[config.mk]
export PLATFORM = sky130hd
export DESIGN_NAME = rs_latch_driver_flat
export DESIGN_NICKNAME = d
export VERILOG_FILES = /design/src/rtl/rs_drv_pkg.sv /design/src/rtl/rs_latch_driver_if.sv /design/src/rtl/btn_debounce.sv /design/src/rtl/rs_latch_driver.sv /design/src/flat_wrapper.sv
export SDC_FILE = /design/constraint.sdc
export NUM_CORES = 1
export LEC_CHECK = 0
export CAP_MARGIN = 20
export CORE_MARGIN = 2
export CORE_UTILIZATION = 55
export DETAILED_ROUTE_END_ITERATION = 8
export GPL_TIMING_DRIVEN = 0
export PLACE_DENSITY_LB_ADDON = 0.1
export SLEW_MARGIN = 20
export SYNTH_ARGS = -nofsm -noshare
export SYNTH_HDL_FRONTEND = slang
export SYNTH_SLANG_ARGS = --single-unit
[constraint.sdc]
create_clock -name CLK -period 3.6 [get_ports CLK]
set_input_delay 1.08 -clock CLK [delete_from_list [all_inputs] [get_ports CLK]]
set_output_delay 1.08 -clock CLK [all_outputs]
set_load 0.02 [all_outputs]
[src/rtl/rs_drv_pkg.sv]
// rs_drv_pkg: shared types and helpers for the RS latch driver.
//   state_t   - 2-bit FSM state encoding (IDLE=0, PULSE_S=1, PULSE_R=2, GAP=3)
//   *_DEF     - default timing parameters (in clock cycles)
//   BTN_*     - lane index of each button in the debouncer array
//   cnt_w()   - counter width able to hold 0..max_val
//   max2()    - larger of two integers, used to size the shared phase counter
package rs_drv_pkg;

  typedef enum logic [1:0] {
    IDLE    = 2'd0,
    PULSE_S = 2'd1,
    PULSE_R = 2'd2,
    GAP     = 2'd3
  } state_t;

  localparam int DEB_CYCLES_DEF   = 4;
  localparam int PULSE_CYCLES_DEF = 2;
  localparam int GAP_CYCLES_DEF   = 1;

  localparam int BTN_SET = 0;
  localparam int BTN_RST = 1;
  localparam int NUM_BTN = 2;

  function automatic int cnt_w(input int max_val);
    return (max_val < 1) ? 1 : $clog2(max_val + 1);
  endfunction

  function automatic int max2(input int a, input int b);
    return (a > b) ? a : b;
  endfunction

endpackage

[src/rtl/rs_latch_driver_if.sv]
// rs_latch_driver_if: pushbutton inputs and latch drive outputs of the
// RS latch driver.
//   SET_BTN, RST_BTN - raw asynchronous buttons, active high
//   S, R             - registered latch set/reset drive
//   BUSY             - pulse or dead time in progress
//   Q_FB, ERR        - latch feedback and sticky mismatch flag, present only
//                      when RS_VERIFY_EN is defined
// Modports: master = the driver, slave = buttons/latch side.
interface rs_latch_driver_if;

  logic SET_BTN;
  logic RST_BTN;
  logic S;
  logic R;
  logic BUSY;

`ifdef RS_VERIFY_EN
  logic Q_FB;
  logic ERR;

  modport master (
    input  SET_BTN, RST_BTN, Q_FB,
    output S, R, BUSY, ERR
  );

  modport slave (
    output SET_BTN, RST_BTN, Q_FB,
    input  S, R, BUSY, ERR
  );
`else
  modport master (
    input  SET_BTN, RST_BTN,
    output S, R, BUSY
  );

  modport slave (
    output SET_BTN, RST_BTN,
    input  S, R, BUSY
  );
`endif

endinterface

[src/rtl/btn_debounce.sv]
// btn_debounce: two-flop synchronizer, counter debouncer and press detector
// for one raw pushbutton.
//   CLK   - system clock, rising edge
//   RST_L - asynchronous active-low reset
//   btn   - raw asynchronous button level
//   rise  - one-cycle strobe in the cycle the debounced level flips 0->1
// The debounced level flips after DEB_CYCLES consecutive cycles in which the
// synchronized input disagrees with it; any agreement restarts the count.
module btn_debounce
  import rs_drv_pkg::*;
#(
  parameter int DEB_CYCLES = DEB_CYCLES_DEF
) (
  input  logic CLK,
  input  logic RST_L,
  input  logic btn,
  output logic rise
);

  localparam int              CNT_W    = cnt_w(DEB_CYCLES);
  localparam logic [CNT_W-1:0] CNT_LAST = CNT_W'(DEB_CYCLES - 1);

  logic             sync1_reg;
  logic             sync2_reg;
  logic             level_reg;
  logic [CNT_W-1:0] cnt_reg;
  logic             flip;

  // The counter stops at CNT_LAST: reaching it with disagreement still
  // present flips the level and returns the counter to zero.
  assign flip = (sync2_reg != level_reg) && (cnt_reg == CNT_LAST);

  // Strobe is taken from the flip condition itself so the press reaches the
  // pending flag on the same edge the level changes.
  assign rise = flip && sync2_reg;

  always_ff @(posedge CLK or negedge RST_L) begin
    if (!RST_L) begin
      sync1_reg <= 1'b0;
      sync2_reg <= 1'b0;
      level_reg <= 1'b0;
      cnt_reg   <= '0;
    end else begin
      sync1_reg <= btn;
      sync2_reg <= sync1_reg;
      if (sync2_reg == level_reg) begin
        cnt_reg <= '0;
      end else if (flip) begin
        level_reg <= sync2_reg;
        cnt_reg   <= '0;
      end else begin
        cnt_reg <= cnt_reg + 1'b1;
      end
    end
  end

endmodule

[src/rtl/rs_latch_driver.sv]
// rs_latch_driver: drives the R/S inputs of a NOR RS latch from two raw
// pushbuttons. Each debounced press becomes one PULSE_CYCLES-wide pulse on S
// or R, every pulse is followed by GAP_CYCLES of dead time, and R and S are
// never high together.
//   CLK   - system clock, rising edge
//   RST_L - asynchronous active-low reset
//   bus   - rs_latch_driver_if.master (SET_BTN, RST_BTN in; S, R, BUSY out;
//           Q_FB in and ERR out with RS_VERIFY_EN)
// Optional feature macro: RS_VERIFY_EN - checks synchronized Q_FB in the last
// dead cycle after each pulse and raises sticky ERR on a mismatch.
module rs_latch_driver
  import rs_drv_pkg::*;
#(
  parameter int DEB_CYCLES   = DEB_CYCLES_DEF,
  parameter int PULSE_CYCLES = PULSE_CYCLES_DEF,
  parameter int GAP_CYCLES   = GAP_CYCLES_DEF
) (
  input  logic              CLK,
  input  logic              RST_L,
  rs_latch_driver_if.master bus
);

  localparam int              PH_W       = cnt_w(max2(PULSE_CYCLES, GAP_CYCLES));
  localparam logic [PH_W-1:0] PULSE_LAST = PH_W'(PULSE_CYCLES - 1);
  localparam logic [PH_W-1:0] GAP_LAST   = PH_W'(GAP_CYCLES - 1);

  if (DEB_CYCLES < 1 || PULSE_CYCLES < 1 || GAP_CYCLES < 1) begin : g_param_chk
    $error("rs_latch_driver: DEB_CYCLES, PULSE_CYCLES and GAP_CYCLES must be >= 1");
  end

  // ---------------------------------------------------------------------
  // Button front ends
  // ---------------------------------------------------------------------
  logic [NUM_BTN-1:0] btn_raw;
  logic [NUM_BTN-1:0] press;

  assign btn_raw[BTN_SET] = bus.SET_BTN;
  assign btn_raw[BTN_RST] = bus.RST_BTN;

  for (genvar gi = 0; gi < NUM_BTN; gi++) begin : g_btn
    btn_debounce #(
      .DEB_CYCLES(DEB_CYCLES)
    ) u_deb (
      .CLK  (CLK),
      .RST_L(RST_L),
      .btn  (btn_raw[gi]),
      .rise (press[gi])
    );
  end

  // ---------------------------------------------------------------------
  // Pending flags and dispatch
  // ---------------------------------------------------------------------
  state_t          state_reg;
  logic [PH_W-1:0] ph_cnt_reg;
  logic            s_reg;
  logic            r_reg;
  logic            busy_reg;
  logic            pend_s_reg;
  logic            pend_r_reg;
  logic            pend_s_next;
  logic            pend_r_next;
  logic            pulse_done;
  logic            gap_done;
  logic            dispatch;
  logic            take_s;
  logic            take_r;
  logic            set_s;
  logic            set_r;

  assign pulse_done = ((state_reg == PULSE_S) || (state_reg == PULSE_R)) &&
                      (ph_cnt_reg == PULSE_LAST);
  assign gap_done   = (state_reg == GAP) && (ph_cnt_reg == GAP_LAST);

  // The last dead cycle dispatches directly, so queued pulses are separated
  // by exactly GAP_CYCLES rather than GAP_CYCLES plus an idle cycle.
  assign dispatch = (state_reg == IDLE) || gap_done;
  assign take_r   = dispatch && pend_r_reg;
  assign take_s   = dispatch && !pend_r_reg && pend_s_reg;

  // A press on the channel currently pulsing merges into that pulse; a set
  // press arriving together with a reset press is dropped.
  assign set_r = press[BTN_RST] && (state_reg != PULSE_R);
  assign set_s = press[BTN_SET] && !press[BTN_RST] && (state_reg != PULSE_S);

  assign pend_r_next = take_r ? 1'b0 : (pend_r_reg | set_r);
  assign pend_s_next = take_s ? 1'b0 : (pend_s_reg | set_s);

  // ---------------------------------------------------------------------
  // FSM with registered outputs: S/R/BUSY are loaded with the decode of the
  // state being entered, so they are clean flop outputs.
  // ---------------------------------------------------------------------
  always_ff @(posedge CLK or negedge RST_L) begin
    if (!RST_L) begin
      state_reg  <= IDLE;
      ph_cnt_reg <= '0;
      s_reg      <= 1'b0;
      r_reg      <= 1'b0;
      busy_reg   <= 1'b0;
      pend_s_reg <= 1'b0;
      pend_r_reg <= 1'b0;
    end else begin
      pend_s_reg <= pend_s_next;
      pend_r_reg <= pend_r_next;
      case (state_reg)
        PULSE_S, PULSE_R: begin
          if (pulse_done) begin
            state_reg  <= GAP;
            ph_cnt_reg <= '0;
            s_reg      <= 1'b0;
            r_reg      <= 1'b0;
          end else begin
            ph_cnt_reg <= ph_cnt_reg + 1'b1;
          end
        end
        default: begin
          if ((state_reg == GAP) && !gap_done) begin
            ph_cnt_reg <= ph_cnt_reg + 1'b1;
          end else if (take_r) begin
            state_reg  <= PULSE_R;
            ph_cnt_reg <= '0;
            r_reg      <= 1'b1;
            s_reg      <= 1'b0;
            busy_reg   <= 1'b1;
          end else if (take_s) begin
            state_reg  <= PULSE_S;
            ph_cnt_reg <= '0;
            s_reg      <= 1'b1;
            r_reg      <= 1'b0;
            busy_reg   <= 1'b1;
          end else begin
            state_reg  <= IDLE;
            ph_cnt_reg <= '0;
            s_reg      <= 1'b0;
            r_reg      <= 1'b0;
            busy_reg   <= 1'b0;
          end
        end
      endcase
    end
  end

  assign bus.S    = s_reg;
  assign bus.R    = r_reg;
  assign bus.BUSY = busy_reg;

`ifdef RS_VERIFY_EN
  // ---------------------------------------------------------------------
  // Latch feedback check
  // ---------------------------------------------------------------------
  if (GAP_CYCLES < 3) begin : g_gap_chk
    $error("rs_latch_driver: RS_VERIFY_EN needs GAP_CYCLES >= 3 to cover Q_FB sync latency");
  end

  logic q_sync1_reg;
  logic q_sync2_reg;
  logic last_s_reg;
  logic err_reg;

  always_ff @(posedge CLK or negedge RST_L) begin
    if (!RST_L) begin
      q_sync1_reg <= 1'b0;
      q_sync2_reg <= 1'b0;
      last_s_reg  <= 1'b0;
      err_reg     <= 1'b0;
    end else begin
      q_sync1_reg <= bus.Q_FB;
      q_sync2_reg <= q_sync1_reg;
      // Remember which pulse was issued; the gap that follows checks it.
      if (take_s) begin
        last_s_reg <= 1'b1;
      end else if (take_r) begin
        last_s_reg <= 1'b0;
      end
      if (gap_done && (q_sync2_reg != last_s_reg)) begin
        err_reg <= 1'b1;
      end
    end
  end

  assign bus.ERR = err_reg;
`endif

endmodule
[src/flat_wrapper.sv]
// flat-port wrapper written by rule: the top's interface ports become plain ports
module rs_latch_driver_flat import rs_drv_pkg::*;
#(
  parameter int DEB_CYCLES   = DEB_CYCLES_DEF,
  parameter int PULSE_CYCLES = PULSE_CYCLES_DEF,
  parameter int GAP_CYCLES   = GAP_CYCLES_DEF
)
  (CLK, RST_L, bus_SET_BTN, bus_RST_BTN, bus_S, bus_R, bus_BUSY);
  rs_latch_driver_if bus_i ();
  input  logic CLK;
  input  logic RST_L;
  input wire logic [$bits(bus_i.SET_BTN)-1:0] bus_SET_BTN;
  input wire logic [$bits(bus_i.RST_BTN)-1:0] bus_RST_BTN;
  output wire logic [$bits(bus_i.S)-1:0] bus_S;
  output wire logic [$bits(bus_i.R)-1:0] bus_R;
  output wire logic [$bits(bus_i.BUSY)-1:0] bus_BUSY;
  assign bus_i.SET_BTN = bus_SET_BTN;
  assign bus_i.RST_BTN = bus_RST_BTN;
  assign bus_S = bus_i.S;
  assign bus_R = bus_i.R;
  assign bus_BUSY = bus_i.BUSY;
  rs_latch_driver #(.DEB_CYCLES(DEB_CYCLES), .PULSE_CYCLES(PULSE_CYCLES), .GAP_CYCLES(GAP_CYCLES)) u_core (.CLK(CLK), .RST_L(RST_L), .bus(bus_i));
endmodule
==> flow_summary_export.csv <==
group,metric,value,unit
place,port-buffer-count,6,
clocking,clock-root-buffer,"clkbuf_4",
worst_setup_path,r2r_slack,1990,ps
worst_setup_path,slowest_stage,"clkdlybuf4s50_1",
min_path,min_path_type,"flop to flop",
sta,clock_skew,2.609,ps
pwr,p_comb_share,34.8,%
synth,synth-seq-cells,21,
worst_setup_path,arrival,1270,ps
worst_setup_path,r2r_end,"u_core.bus.R$_DFFE_PN0P_",
floorplanning,pin_count,7,
status,outcome,"finished clean",
global_routing,grt_max_degree,22,
worst_setup_path,critPathLaunch,"u_core.bus.BUSY$_DFFE_PN0P_",
pwr,p_int,0.0004433,W
place,place_congestion,0.7302,
min_path,min_to,"u_core.g_btn[0].u_deb.sync2_reg$_DFF_PN0_",
worst_setup_path,cp_max_fo,2,
floorplanning,die_y,45.28,um
synth,syn_inst,75,
min_path,min-delay-start,"u_core.g_btn[0].u_deb.sync1_reg$_DFF_PN0_",
worst_setup_path,crit_family,"buffers and inverters",
pwr,p_sw,0.0002212,W
sta,worstMarginPinSlew,867.6,ps
synth,synthTopCellsByArea,"dfrtp_1, ha_1, mux2_2, nor2b_1, inv_1",
global_routing,grt_usage,15.99,%
sta,whs,368.4,ps
worst_setup_path,max_stage_delay,610,ps
synth,synth.distinct_cells,25,
place,dp.final_hpwl,913,um
pwr,p_total,0.0006645,W
clocking,clk_latency,300,ps
sta,post-route-min-period,2350,ps
detailed_routing,dr.pass1.iters,4,
synth,syn_nets,87,
global_routing,grt-busiest-layer,"met2",
min_path,whs_path_depth,0,
pwr,p_sw_share,33.29,%
detailed_routing,vias,553,
worst_setup_path,critPathBufInv,1,
clocking,cts_resized,0,
clocking,cts_tree,"yes",
pwr,p_leak,0.4818,nW
floorplanning,core_area,0.001559,mm2
sta,fmax,425.6,MHz
global_routing,antenna_found_initial,0,
synth,yosys.area.top_type_share,56.07,%
worst_setup_path,reg2regPathDepth,5,
worst_setup_path,crit_required,2520,ps
floorplanning,die_x,45.28,um
pwr,p_per_area,636.0,mW/mm2
clocking,cts_max_path_buffers,2,
floorplanning,start_util,60.11,%
clocking,cts_setup_buffers,0,
layout,largest_reg_flops,6,
clocking,cts_sinks,21,
sta,setup_tns,0,ps
clocking,holdBufCountCts,0,
floorplanning,rows,14,
synth,netlist_area,937.1,um2
sta,timing.final.crit_share,65.27,%
sta,hold_viol_final,0,
layout,areaGrowthSynthToFinish,11.48,%
sta,setup_viol,0,
global_routing,grt_pass1_wl,2.249,mm
global_routing,met2_usage,23.14,%
floorplanning,dieArea,0.002050,mm2
worst_setup_path,critPathKind,"flop to output port",
detailed_routing,drc,0,
synth,yosysSeqAreaShare,56.07,%
detailed_routing,vias_per_cell,5.475,
global_routing,grt_use_met1,21.15,%
clocking,clkTransAtPathRegs,110,ps
global_routing,grt_remaining_overflow,0,
global_routing,grtUsageMet3,2.800,%
synth,synth.largest_area_cell,"dfrtp_1",
clocking,numCtsBuffers,3,
sta,rsz0062_at_grt,"no",
detailed_routing,wl_per_cell,12.12,um
detailed_routing,wl,1.224,mm
run,cap_violations,0,
worst_setup_path,worstPathCellList,"clkdlybuf4s50_1",
detailed_routing,first_iter_violations,11,
pwr,clkPwrFrac,16.5,%
sta,maxSlewViolCount,0,
pwr,power_frac_seq,48.8,%
detailed_routing,final_antenna_net_count,0,
worst_setup_path,r2r_start,"u_core.state_reg[0]$_DFFE_PN0P_",
synth,avgSynthCellArea,12.50,um2
worst_setup_path,start_kind,"flop",
layout,diodes,0,
pwr,vdd_drop_max,373.5,uV
sta,relSlewSlack,41.98,%
layout,drive_gt1_share,14.12,%
synth,yosys_warnings,0,
clocking,htreeDepth,1,
worst_setup_path,endpoint_kind,"output port",
layout,layout.nets,98,
global_routing,grt_pass1_vias,562,
[final cells by class]
type | count | area [um2]
multi-input combinational | 48 | 389.1
fill | 118 | 514.2
inverter | 6 | 22.52
clock inverter | 1 | 5.005
tap | 16 | 20.02
sequential | 21 | 525.5
clock buffer | 3 | 22.52
timing repair buffer | 6 | 60.06
[placed cells by master, fill, tap and decap left out]
| master | Yosys | routed |
|---|---|---|
| a21oi_1 | 2 | 2 |
| a21oi_2 | 1 | 1 |
| a22o_1 | 1 | 1 |
| a22oi_1 | 2 | 2 |
| and2_1 | 1 | 1 |
| and3b_1 | 1 | 1 |
| clkbuf_4 | 0 | 3 |
| clkdlybuf4s50_1 | 0 | 6 |
| clkinv_2 | 0 | 1 |
| dfrtp_1 | 21 | 21 |
| ha_1 | 8 | 8 |
| inv_1 | 6 | 6 |
| mux2_2 | 3 | 3 |
| mux2i_1 | 1 | 1 |
| nand2_1 | 1 | 1 |
| nand2b_1 | 1 | 1 |
| nand4b_1 | 1 | 1 |
| nor2_1 | 5 | 5 |
| nor2b_1 | 4 | 4 |
| nor2b_4 | 1 | 1 |
| nor3_1 | 2 | 2 |
| nor3b_1 | 3 | 3 |
| o21ai_0 | 3 | 3 |
| o21ai_2 | 2 | 2 |
| o22ai_1 | 1 | 1 |
| o41ai_1 | 1 | 1 |
| or4b_4 | 1 | 1 |
| xnor2_1 | 2 | 2 |
[power groups by stage]
stage	Combinational (W)	Clock, W	Sequential [W]
floorplan	0.000173	0	0.000332
detailed placement	0.000233	0	0.000330
finish	0.000231	0.000109	0.000324
CTS	0.000235	0.000116	0.000325
global route	0.000269	0.000121	0.000331
global placement	0.000230	0	0.000328
[per-stage QoR]
step | cells | worst slack [ps] | cell area [um2] | utilization (%)
detailed placement | 97 | 1379 | 1017 | 65.25
CTS | 101 | 1229 | 1045 | 67.01
finish | 101 | 1250 | 1045 | 67.01
floorplan | 75 | 2095 | 937.1 | -
global route | 101 | 1203 | 1045 | 67.01
global placement | 97 | 1385 | 1017 | 65.25
[worst max path at each step]
stage	depth (start not counted)	slack [ps]	end
finish	1	1250	bus_BUSY
global route	1	1200	bus_BUSY
CTS	1	1230	bus_BUSY
detailed placement	1	1380	u_core.bus.R$_DFFE_PN0P_
global placement	1	1380	u_core.bus.R$_DFFE_PN0P_
floorplan	0	2100	bus_R
[cells in the mapped netlist (all sizes together)]
cell and number:
and3b 1, o41ai 1, nor2 5, or4b 1, nor2b 5, and2 1
mux2 3, inv 6, nor3b 3, nand2 1, nand4b 1, xnor2 2
a21oi 3, dfrtp 21, a22oi 2, o21ai 5, nor3 2, o22ai 1
mux2i 1, nand2b 1, ha 8, a22o 1
[layer usage]
metal	up-vias	part of all wire, %
li1	281	-
met1	259	51
met2	8	42
met3	5	3.5
met4	0	3.3
met5	-	0
[logic make-up after synthesis]
kind of cell               synth area share (%)
and+or+nand+nor                           14.69
adders and majority gates                 10.68
AOI/OAI and AO/OA                         9.613
DFF                                       56.07
muxes                                     4.673
xor gates and xnor gates                  1.870
buffers and inverters                     2.403
Power figures use the tool's default switching activity.
